<file path="config.mk">
export PLATFORM = sky130hd
export DESIGN_NAME = lut_cfg_loader
export DESIGN_NICKNAME = d
export VERILOG_FILES = /design/src/rtl/lut_cfg_loader.sv
export SDC_FILE = /design/constraint.sdc
export NUM_CORES = 1
export LEC_CHECK = 0
export BUFFER_PORTS_ARGS = -buffer_cell sky130_fd_sc_hd__buf_2
export CAP_MARGIN = 20
export CORE_ASPECT_RATIO = 0.6
export CORE_MARGIN = 2
export CORE_UTILIZATION = 49
export DETAILED_ROUTE_END_ITERATION = 8
export MAX_ROUTING_LAYER = met4
export PLACE_DENSITY = 0.82
export SYNTH_ARGS = -nofsm -noshare
export SYNTH_HDL_FRONTEND = slang
export SYNTH_SLANG_ARGS = --single-unit
</file>
<file path="constraint.sdc">
create_clock -name QCK -period 4.9 [get_ports QCK]
set_clock_uncertainty 0.05 [all_clocks]
set_input_delay 0.245 -clock QCK [delete_from_list [all_inputs] [get_ports QCK]]
set_output_delay 0.245 -clock QCK [all_outputs]
set_load 0.1 [all_outputs]
</file>
<file path="src/rtl/lut_cfg_loader.sv">
// Serial truth-table loader for a bank of L_FRAG cells: deframes address/data/parity
// bit streams, commits good frames into per-LUT registers and offers registered readback.
module lut_cfg_loader #(
  parameter int          NUM_LUTS = 8,
  parameter int          ADDR_W   = 3,
  parameter logic [15:0] INIT_TT  = 16'h0000
) (
  input  logic                     QCK,
  input  logic                     QRT,
  input  logic                     cfg_data,
  input  logic                     cfg_valid,
  input  logic                     cfg_sof,
  output logic                     cfg_ready,
  input  logic                     err_clr,
  output logic [NUM_LUTS*16-1:0]   frag_bits,
  output logic                     load_done,
  output logic                     err_parity,
  output logic                     err_addr,
  output logic                     err_sync,
  input  logic [ADDR_W-1:0]        rd_addr,
  output logic [15:0]              rd_data
);

  typedef enum logic [2:0] {IDLE, ADDR, DATA, PAR, COMMIT} state_t;

  localparam logic [4:0] ADDR_LAST = 5'(ADDR_W - 1);

  state_t            state, state_nxt;
  logic [4:0]        cnt, cnt_nxt;
  logic [ADDR_W-1:0] addr_sh, addr_nxt;
  logic [15:0]       data_sh, data_nxt;
  logic              par_acc, par_nxt;
  logic              accept, start;
  logic              set_sync, set_par, set_addr, commit_ok;
  logic              wr_en;
  logic [15:0]       rd_sel;
  logic [15:0]       entry [NUM_LUTS];

  function automatic logic in_range(input logic [ADDR_W-1:0] a);
    return {1'b0, a} < (ADDR_W+1)'(NUM_LUTS);
  endfunction

  assign accept = cfg_valid && cfg_ready;
  assign wr_en  = (state == COMMIT) && load_done;

  always_comb begin
    state_nxt = state;
    cnt_nxt   = cnt;
    addr_nxt  = addr_sh;
    data_nxt  = data_sh;
    par_nxt   = par_acc;
    start     = 1'b0;
    set_sync  = 1'b0;
    set_par   = 1'b0;
    set_addr  = 1'b0;
    commit_ok = 1'b0;
    case (state)
      IDLE: begin
        if (accept) begin
          if (cfg_sof) start = 1'b1;
          else         set_sync = 1'b1;
        end
      end
      ADDR, DATA, PAR: begin
        if (accept && cfg_sof) begin
          // A new start-of-frame mid-frame drops the partial frame and restarts on this bit.
          set_sync = 1'b1;
          start    = 1'b1;
        end else if (accept) begin
          par_nxt = par_acc ^ cfg_data;
          if (state == ADDR) begin
            addr_nxt = ADDR_W'({addr_sh, cfg_data});
            if (cnt == ADDR_LAST) begin
              state_nxt = DATA;
              cnt_nxt   = '0;
            end else begin
              cnt_nxt = cnt + 5'd1;
            end
          end else if (state == DATA) begin
            data_nxt = {data_sh[14:0], cfg_data};
            if (cnt == 5'd15) begin
              state_nxt = PAR;
              cnt_nxt   = '0;
            end else begin
              cnt_nxt = cnt + 5'd1;
            end
          end else begin
            set_par   = par_acc ^ cfg_data;
            set_addr  = !in_range(addr_sh);
            commit_ok = !(par_acc ^ cfg_data) && in_range(addr_sh);
            state_nxt = COMMIT;
          end
        end
      end
      COMMIT:  state_nxt = IDLE;
      default: state_nxt = IDLE;
    endcase
    if (start) begin
      addr_nxt = ADDR_W'(cfg_data);
      data_nxt = '0;
      par_nxt  = cfg_data;
      if (ADDR_W == 1) begin
        state_nxt = DATA;
        cnt_nxt   = '0;
      end else begin
        state_nxt = ADDR;
        cnt_nxt   = 5'd1;
      end
    end
  end

  // Readback sees the committing value one cycle after COMMIT, same as frag_bits.
  always_comb begin
    rd_sel = '0;
    for (int i = 0; i < NUM_LUTS; i++)
      if (rd_addr == ADDR_W'(i)) rd_sel = entry[i];
    if (wr_en && rd_addr == addr_sh) rd_sel = data_sh;
  end

  always_ff @(posedge QCK or posedge QRT) begin
    if (QRT) begin
      state      <= IDLE;
      cnt        <= '0;
      addr_sh    <= '0;
      data_sh    <= '0;
      par_acc    <= 1'b0;
      cfg_ready  <= 1'b0;
      load_done  <= 1'b0;
      err_parity <= 1'b0;
      err_addr   <= 1'b0;
      err_sync   <= 1'b0;
      rd_data    <= '0;
      for (int i = 0; i < NUM_LUTS; i++) entry[i] <= INIT_TT;
    end else begin
      state      <= state_nxt;
      cnt        <= cnt_nxt;
      addr_sh    <= addr_nxt;
      data_sh    <= data_nxt;
      par_acc    <= par_nxt;
      cfg_ready  <= (state_nxt != COMMIT);
      load_done  <= commit_ok;
      err_parity <= set_par  | (err_parity & ~err_clr);
      err_addr   <= set_addr | (err_addr   & ~err_clr);
      err_sync   <= set_sync | (err_sync   & ~err_clr);
      rd_data    <= rd_sel;
      for (int i = 0; i < NUM_LUTS; i++)
        if (wr_en && addr_sh == ADDR_W'(i)) entry[i] <= data_sh;
    end
  end

  for (genvar g = 0; g < NUM_LUTS; g++) begin : g_frag
    assign frag_bits[16*g +: 16] = entry[g];
  end

endmodule

</file>
==> summary.md, run 1 <==
- **CTS tree** built
- **postcts setup bufs** 0
- **Worst-Skew Late Latency** 0.44 ns
- **min-delay worst type** input port to flop
- **outcome** finished, final reports clean
- **leakage component of the power** 5.07 nW
- **length of the first detailed-routing pass in iterations** 5
- **Placer Congestion** 0.958
- **area of the multi-input gates** 3380 um^2
- **post-route design area** 9630 um^2
- **Final Net Count** 813
- **Vias/cell** 5.83
- **area fraction in compound gates after synthesis** 0.101
- **cell with the most instances after synthesis** sky130_fd_sc_hd__dfrtp_1
- **number of enable flip-flop cells after synthesis** 0
- **part of the Yosys area used for sequential elements** 0.543
- **largest net degree at the start of global routing** 72
- **worst path cell trace** and4bb_1 > nand2b_1 > nor2_2 > mux2_2
- **average wire per cell in the routed design** 21.5 um
- **Mapped Avg Cell Area** 12.1 um^2
- **post-detail-place hpwl** 15,600 um
- **share of async-settable or async-resettable flops after synthesis** 1.00
- **Register Area** 4430 um^2
- **number of instances in the synthesized netlist** 676
- **final global-route overflow total** 0
- **number of antenna violations at the first check in global routing** 0
- **data arrival time of the critical path** 2.86 ns
- **ratio of final minimum period to clock period** 0.530
- **count of standard-cell rows** 36
- **first-pass GRT wire length** 34,000 um
- **flop-to-flop setup slack** 2.30 ns
- **GR Util met2** 0.325
- **CTS buffer count** 17
- **area of the die** 17,700 um^2
- **cell chosen for the clock root** sky130_fd_sc_hd__clkbuf_16
- **number of setup violations in the final report** 0
- **kind of launch point of the worst setup path** flop
- **type of destination of the critical path** flop
- **post-synthesis sequential element count** 177
- **top cell type's share of synthesized area** 0.543
- **Simple-Gate Fraction of Synth Area** 0.0808
- **crit path time final** 2.60 ns
- **XOR/XNOR Fraction of Synth Area** 0.00751
- **total wirelength of the detailed-routed design** 22,400 um
- **Core Area** 16,300 um^2
- **worst IR drop on VDD** 183 uV
- **cell types with the largest area share after synthesis** sky130_fd_sc_hd__dfrtp_1 54%, sky130_fd_sc_hd__mux2_2 17%, sky130_fd_sc_hd__mux2i_1 3.3%
- **most frequent cells after synthesis** 177 x sky130_fd_sc_hd__dfrtp_1, 122 x sky130_fd_sc_hd__mux2_2, 47 x sky130_fd_sc_hd__o21ai_0, 39 x sky130_fd_sc_hd__nand2_1
- **max-cap violations** 0
- **final hold violation count** 0
- **met1 track demand over resource in global routing** 0.416
- **slew at the pin closest to its max-slew limit** 1.08 ns
- **headroom to the max-slew limit** 0.282
- **number of buffers between clock root and the deepest sink** 2
- **slack of the critical path** 2.30 ns
- **clock transition time at the flip-flop clock pins of the worst setup and hold paths** 0.07 ns
- **CTS sink cnt** 177
- **vias** 6,074
- **post-synthesis cell type with the largest combined area** sky130_fd_sc_hd__dfrtp_1
- **most used routing layer in global routing** met1
- **Syn Nets** 689
- **Post-Synth Adder-Cell Area** 0.00613
- **initial standard-cell utilization of the core** 0.502
- **dominant register cell in the synthesized netlist** sky130_fd_sc_hd__dfrtp_1
- **filler cell count** 1,284
- **summed negative setup slack over all endpoints** 0 ns
- **synthesis-to-finish area growth** 18.0%
- **required time of the worst setup path** 5.16 ns
- **residual DRC count** 0
- **power density over the cells** 345 nW/um^2
- **area post-placement** 9000 um^2
- **endpoint of the lowest-slack register-to-register path** frag_bits[50]
- **I/O Buffers** 157
- **hold buffers post-CTS** 2
- **count of pins over their slew limit** 0
- **Setup crit start** state[0]
- **vias in the first global route** 5,624
- **multiplexer area fraction after synthesis** 0.218
- **unique cell type count in the Yosys netlist** 59
- **worst slack, placed** 2.38 ns
- **met3 track demand over resource** 0.0734
- **number of warnings issued by yosys** 0
- **PostCTS Resize Cnt** 0
- **layout cells sized above 1** 0.412
- **Global Route Usage Sum** 0.263
- **hold wc startpoint** cfg_data
- **start of the worst register-to-register path** state[0]
- **chip height** 104 um
- **floorplan die width** 171 um
- **number of cell instances on the worst register-to-register path** 4
- **capture point of the critical path** frag_bits[50]
- **number of inserted diodes** 0
- **maximum operating frequency** 385 MHz
- **dominant combinational cell family by area after synthesis** multiplexers
- **unrepaired setup endpoints after global routing** false
- **cell area after technology mapping** 8160 um^2
- **maximum cell stage delay along the critical path** 0.88 ns
- **# H-tree levels** 4
- **DRC marker count from the first detailed-route iteration** 704
- **cell with the biggest individual delay on the critical path** sky130_fd_sc_hd__nor2_2
- **category of the critical setup timing path** flop to flop
- **count of nets left with antenna violations after detail routing** 0
- **ports placed on the boundary** 158
- **top fanout value on the critical path** 16
[worst max-delay path, delay by kind of cell (launching register included)]
family / cells / cell delay [ns]
flip-flops: 1 / 0.47
multiplexers: 1 / 0.42
AND/OR/NAND/NOR: 3 / 1.53
[how the worst min path moves through the flow]
stage | end | depth (start not counted) | slack, ns
4_1_cts | data_sh[0] | 3 | 0.09
3_3_place_gp | err_addr | 2 | 0.36
6_report | data_sh[0] | 3 | 0.10
5_1_grt | data_sh[0] | 3 | 0.11
3_5_place_dp | err_addr | 2 | 0.37
2_1_floorplan | err_addr | 1 | 0.26
[per-layer routing]
layer | up-vias | routed length (um)
met5 | - | 0
met4 | 0 | 260
met3 | 27 | 2200
met2 | 318 | 8940
met1 | 3066 | 11000
li1 | 2663 | -
[logic make-up after synthesis]
logic type,after synthesis
muxes,161
adders and majority gates,4
and+or+nand+nor,115
AOI/OAI and AO/OA,131
buffers and inverters,81
DFF,177
xor gates and xnor gates,7
[state kept, by name, summed over array words and instances (netlist names), 3 cells and up]
name	flops
frag_bits	128
addr_sh	3
data_sh	16
rd_data	16
cnt	5
state	3
[final cells by class]
| class | count | share of cell area |
|---|---|---|
| well taps | 228 | 0.0296 |
| clock buffers | 18 | 0.0446 |
| clock inverters | 14 | 0.0166 |
| flip-flops and latches | 177 | 0.460 |
| inverters | 22 | 0.00897 |
| repair buffers | 164 | 0.0891 |
| multi-input cells | 418 | 0.351 |
[layout by cell type, fill, tap and decap left out, types with 4 or more instances in the layout]
master and n:
sky130_fd_sc_hd__buf_2 157, sky130_fd_sc_hd__o22ai_1 19, sky130_fd_sc_hd__nor2_1 21, sky130_fd_sc_hd__nand3_1 11, sky130_fd_sc_hd__nand2_1 39, sky130_fd_sc_hd__o21ai_0 46, sky130_fd_sc_hd__a211oi_1 7, sky130_fd_sc_hd__a21oi_1 22
sky130_fd_sc_hd__ha_1 4, sky130_fd_sc_hd__xnor2_1 4, sky130_fd_sc_hd__o31ai_1 8, sky130_fd_sc_hd__mux2_2 122, sky130_fd_sc_hd__mux2i_1 27, sky130_fd_sc_hd__inv_1 20, sky130_fd_sc_hd__nor2b_1 9, sky130_fd_sc_hd__nand3b_1 7
sky130_fd_sc_hd__clkbuf_16 17, sky130_fd_sc_hd__o221ai_1 6, sky130_fd_sc_hd__inv_8 6, sky130_fd_sc_hd__nand2b_1 4, sky130_fd_sc_hd__o221a_2 5, sky130_fd_sc_hd__mux2_1 12, sky130_fd_sc_hd__dfrtp_1 177
[where the power goes]
group	total [mW]	leakage (nW)	switching, mW	internal (mW)
sequential	1.59	2.44	0.0901	1.50
combinational	0.373	2.34	0.252	0.121
clock	1.35	0.289	0.659	0.691
total	3.32	5.07	1.00	2.32
[metrics by stage]
stage               total power [mW]  utilization  instances  hold slack [ns]
global route                    3.43        0.592       1041            0.107
CTS                             3.32        0.591       1040           0.0902
global placement                1.97        0.553       1005            0.362
detailed placement              1.98        0.554       1006            0.371
floorplan                       1.90            -        676            0.261
finish                          3.32        0.592       1041            0.104
Power figures use the tool's default switching activity.
==> run 2: changes to the inputs <==
--- a/config.mk
+++ b/config.mk
@@ -12,7 +12,7 @@
 export CORE_UTILIZATION = 49
 export DETAILED_ROUTE_END_ITERATION = 8
 export MAX_ROUTING_LAYER = met4
-export PLACE_DENSITY = 0.82
+export PLACE_DENSITY = 0.79
 export SYNTH_ARGS = -nofsm -noshare
 export SYNTH_HDL_FRONTEND = slang
 export SYNTH_SLANG_ARGS = --single-unit
==> constraint.sdc (replaced) <==
create_clock -name QCK -period 2.6 [get_ports QCK]
set_clock_uncertainty 0.05 [all_clocks]
set_input_delay 0.13 -clock QCK [delete_from_list [all_inputs] [get_ports QCK]]
set_output_delay 0.13 -clock QCK [all_outputs]
set_load 0.1 [all_outputs]
==> summary.md, run 2 (synthesized netlist as in run 1, its figures left out) <==
- **final core utilization** 0.601
- **postcts setup bufs** 0
- **ports placed on the boundary** 158
- **most common cell after layout, fill and taps aside** sky130_fd_sc_hd__dfrtp_1
- **worst IR drop on VDD** 462 uV
- **post-detail-place hpwl** 15,800 um
- **net switching power figure** 1.84 mW
- **Vias/cell** 5.79
- **clock transition time at the flip-flop clock pins of the worst setup and hold paths** 0.07 ns
- **leakage component of the power** 5.15 nW
- **area of the multi-input gates** 3380 um^2
- **Register Area** 4430 um^2
- **headroom to the max-slew limit** 0.461
- **final global-route overflow total** 0
- **summed negative setup slack over all endpoints** 0 ns
- **filler cell count** 1,326
- **relative contribution of sequential cells to total power** 0.482
- **DRC marker count from the first detailed-route iteration** 584
- **outcome** finished, final reports clean
- **count of nets left with antenna violations after detail routing** 0
- **kind of launch point of the worst setup path** flop
- **power density over the cells** 634 nW/um^2
- **number of buffers between clock root and the deepest sink** 2
- **type of destination of the critical path** flop
- **commonest cells after routing, fill and taps aside** 177 x sky130_fd_sc_hd__dfrtp_1, 157 x sky130_fd_sc_hd__buf_2, 122 x sky130_fd_sc_hd__mux2_2, 46 x sky130_fd_sc_hd__o21ai_0, 39 x sky130_fd_sc_hd__nand2_1
- **data arrival time of the critical path** 2.44 ns
- **number of setup violations in the final report** 0
- **average wire per cell in the routed design** 21.0 um
- **synthesis-to-finish area growth** 19.7%
- **PostCTS Resize Cnt** 0
- **Global Route Usage Sum** 0.264
- **Worst-Skew Late Latency** 0.43 ns
- **I/O Buffers** 157
- **Core Area** 16,300 um^2
- **hold buffers post-CTS** 3
- **CTS tree** built
- **floorplan die width** 171 um
- **cell chosen for the clock root** sky130_fd_sc_hd__clkbuf_16
- **top fanout value on the critical path** 4
- **CTS buffer count** 17
- **required time of the worst setup path** 2.86 ns
- **final hold violation count** 0
- **flip-flop count of the largest register after layout** 128
- **vias in the first global route** 5,943
- **number of antenna violations at the first check in global routing** 0
- **proportion of power drawn by combinational gates** 0.117
- **min-delay worst type** input port to flop
- **Final Net Count** 831
- **Placer Congestion** 0.933
- **total wirelength of the detailed-routed design** 22,300 um
- **residual DRC count** 0
- **# H-tree levels** 4
- **length of the first detailed-routing pass in iterations** 5
- **first-pass GRT wire length** 34,800 um
- **unrepaired setup endpoints after global routing** false
- **switching portion of total power** 0.297
- **count of pins over their slew limit** 0
- **slew at the pin closest to its max-slew limit** 0.797 ns
- **ratio of final minimum period to clock period** 0.837
- **largest net degree at the start of global routing** 55
- **count of standard-cell rows** 36
- **number of inserted diodes** 0
- **layout cells sized above 1** 0.425
- **initial standard-cell utilization of the core** 0.502
- **vias** 6,134
- **fraction of power consumed by the clock network** 0.401
- **crit path time final** 2.18 ns
- **P_int** 4.36 mW
- **maximum operating frequency** 459 MHz
- **area of the die** 17,700 um^2
- **max-cap violations** 0
- **category of the critical setup timing path** flop to flop
- **chip height** 104 um
- **CTS sink cnt** 177
- **flop-to-flop setup slack** 0.42 ns
==> run 2: cell count changes in the layout (fill, tap and decap cells not counted), sizes merged <==
cell         before  now
clkinvlp          1    4
inv              29   27
dlygate4sd3       2    3
buf             162  179
clkbuf           18   17
==> run 2: stage by stage <==
step / cells / power (mW) / hold slack, ns / worst slack (ns) / cell area (um^2)
2_1_floorplan: 676 / 3.59 / 0.146 / 0.138 / 8160
3_3_place_gp: 1024 / 3.73 / 0.237 / 0.531 / 9170
3_5_place_dp: 1024 / 3.75 / 0.238 / 0.485 / 9170
4_1_cts: 1059 / 6.22 / 0.113 / 0.427 / 9770
5_1_grt: 1059 / 6.43 / 0.163 / 0.248 / 9770
6_report: 1059 / 6.19 / 0.133 / 0.423 / 9770
==> run 2: path summary, 6_finish.rpt <==
| kind | startpoint | cells past startpoint | end |
|---|---|---|---|
| setup / recovery | cnt[0] | 6 | cnt[3] |
| hold / removal | cfg_valid | 4 | addr_sh[2] |
| setup reg to reg | cnt[0] | 6 | cnt[3] |
| hold reg to reg | err_addr | 1 | err_addr |
| max in group asynchronous | QRT | 4 | data_sh[9] |
| min in group asynchronous | QRT | 3 | data_sh[7] |
==> run 2: routing by layer <==
layer,vias up,wire length (um),part of all wire,GRT usage
met5,-,0,0,-
met2,303,9200,0.41,0.355
met3,34,2130,0.096,0.0609
met1,3092,10500,0.47,0.397
li1,2705,-,-,-
met4,0,406,0.018,0.0769
==> run 2: worst max-delay path: stages (launching register included) <==
cell and delay, ns:
sky130_fd_sc_hd__dfrtp_1 0.41, sky130_fd_sc_hd__inv_1 0.09, sky130_fd_sc_hd__ha_1 0.15, sky130_fd_sc_hd__nor4b_1 0.66
sky130_fd_sc_hd__mux2i_1 0.26, sky130_fd_sc_hd__a21oi_1 0.27, sky130_fd_sc_hd__o21ba_2 0.19
==> run 2: layout make-up <==
class,count,share of cell area
clock buffers,17,0.0435
clock inverters,15,0.0150
inverters,22,0.00884
multi-input cells,418,0.346
flip-flops and latches,177,0.453
well taps,228,0.0292
repair buffers,182,0.104
==> run 2: power by group through the flow <==
stage | clock network (mW) | registers, mW | logic, mW
after detailed placement | 0 | 3.04 | 0.711
final | 2.48 | 2.99 | 0.724
after global routing | 2.63 | 3.01 | 0.790
after CTS | 2.51 | 2.99 | 0.724
after global placement | 0 | 3.03 | 0.698
after floorplan | 0 | 3.09 | 0.500
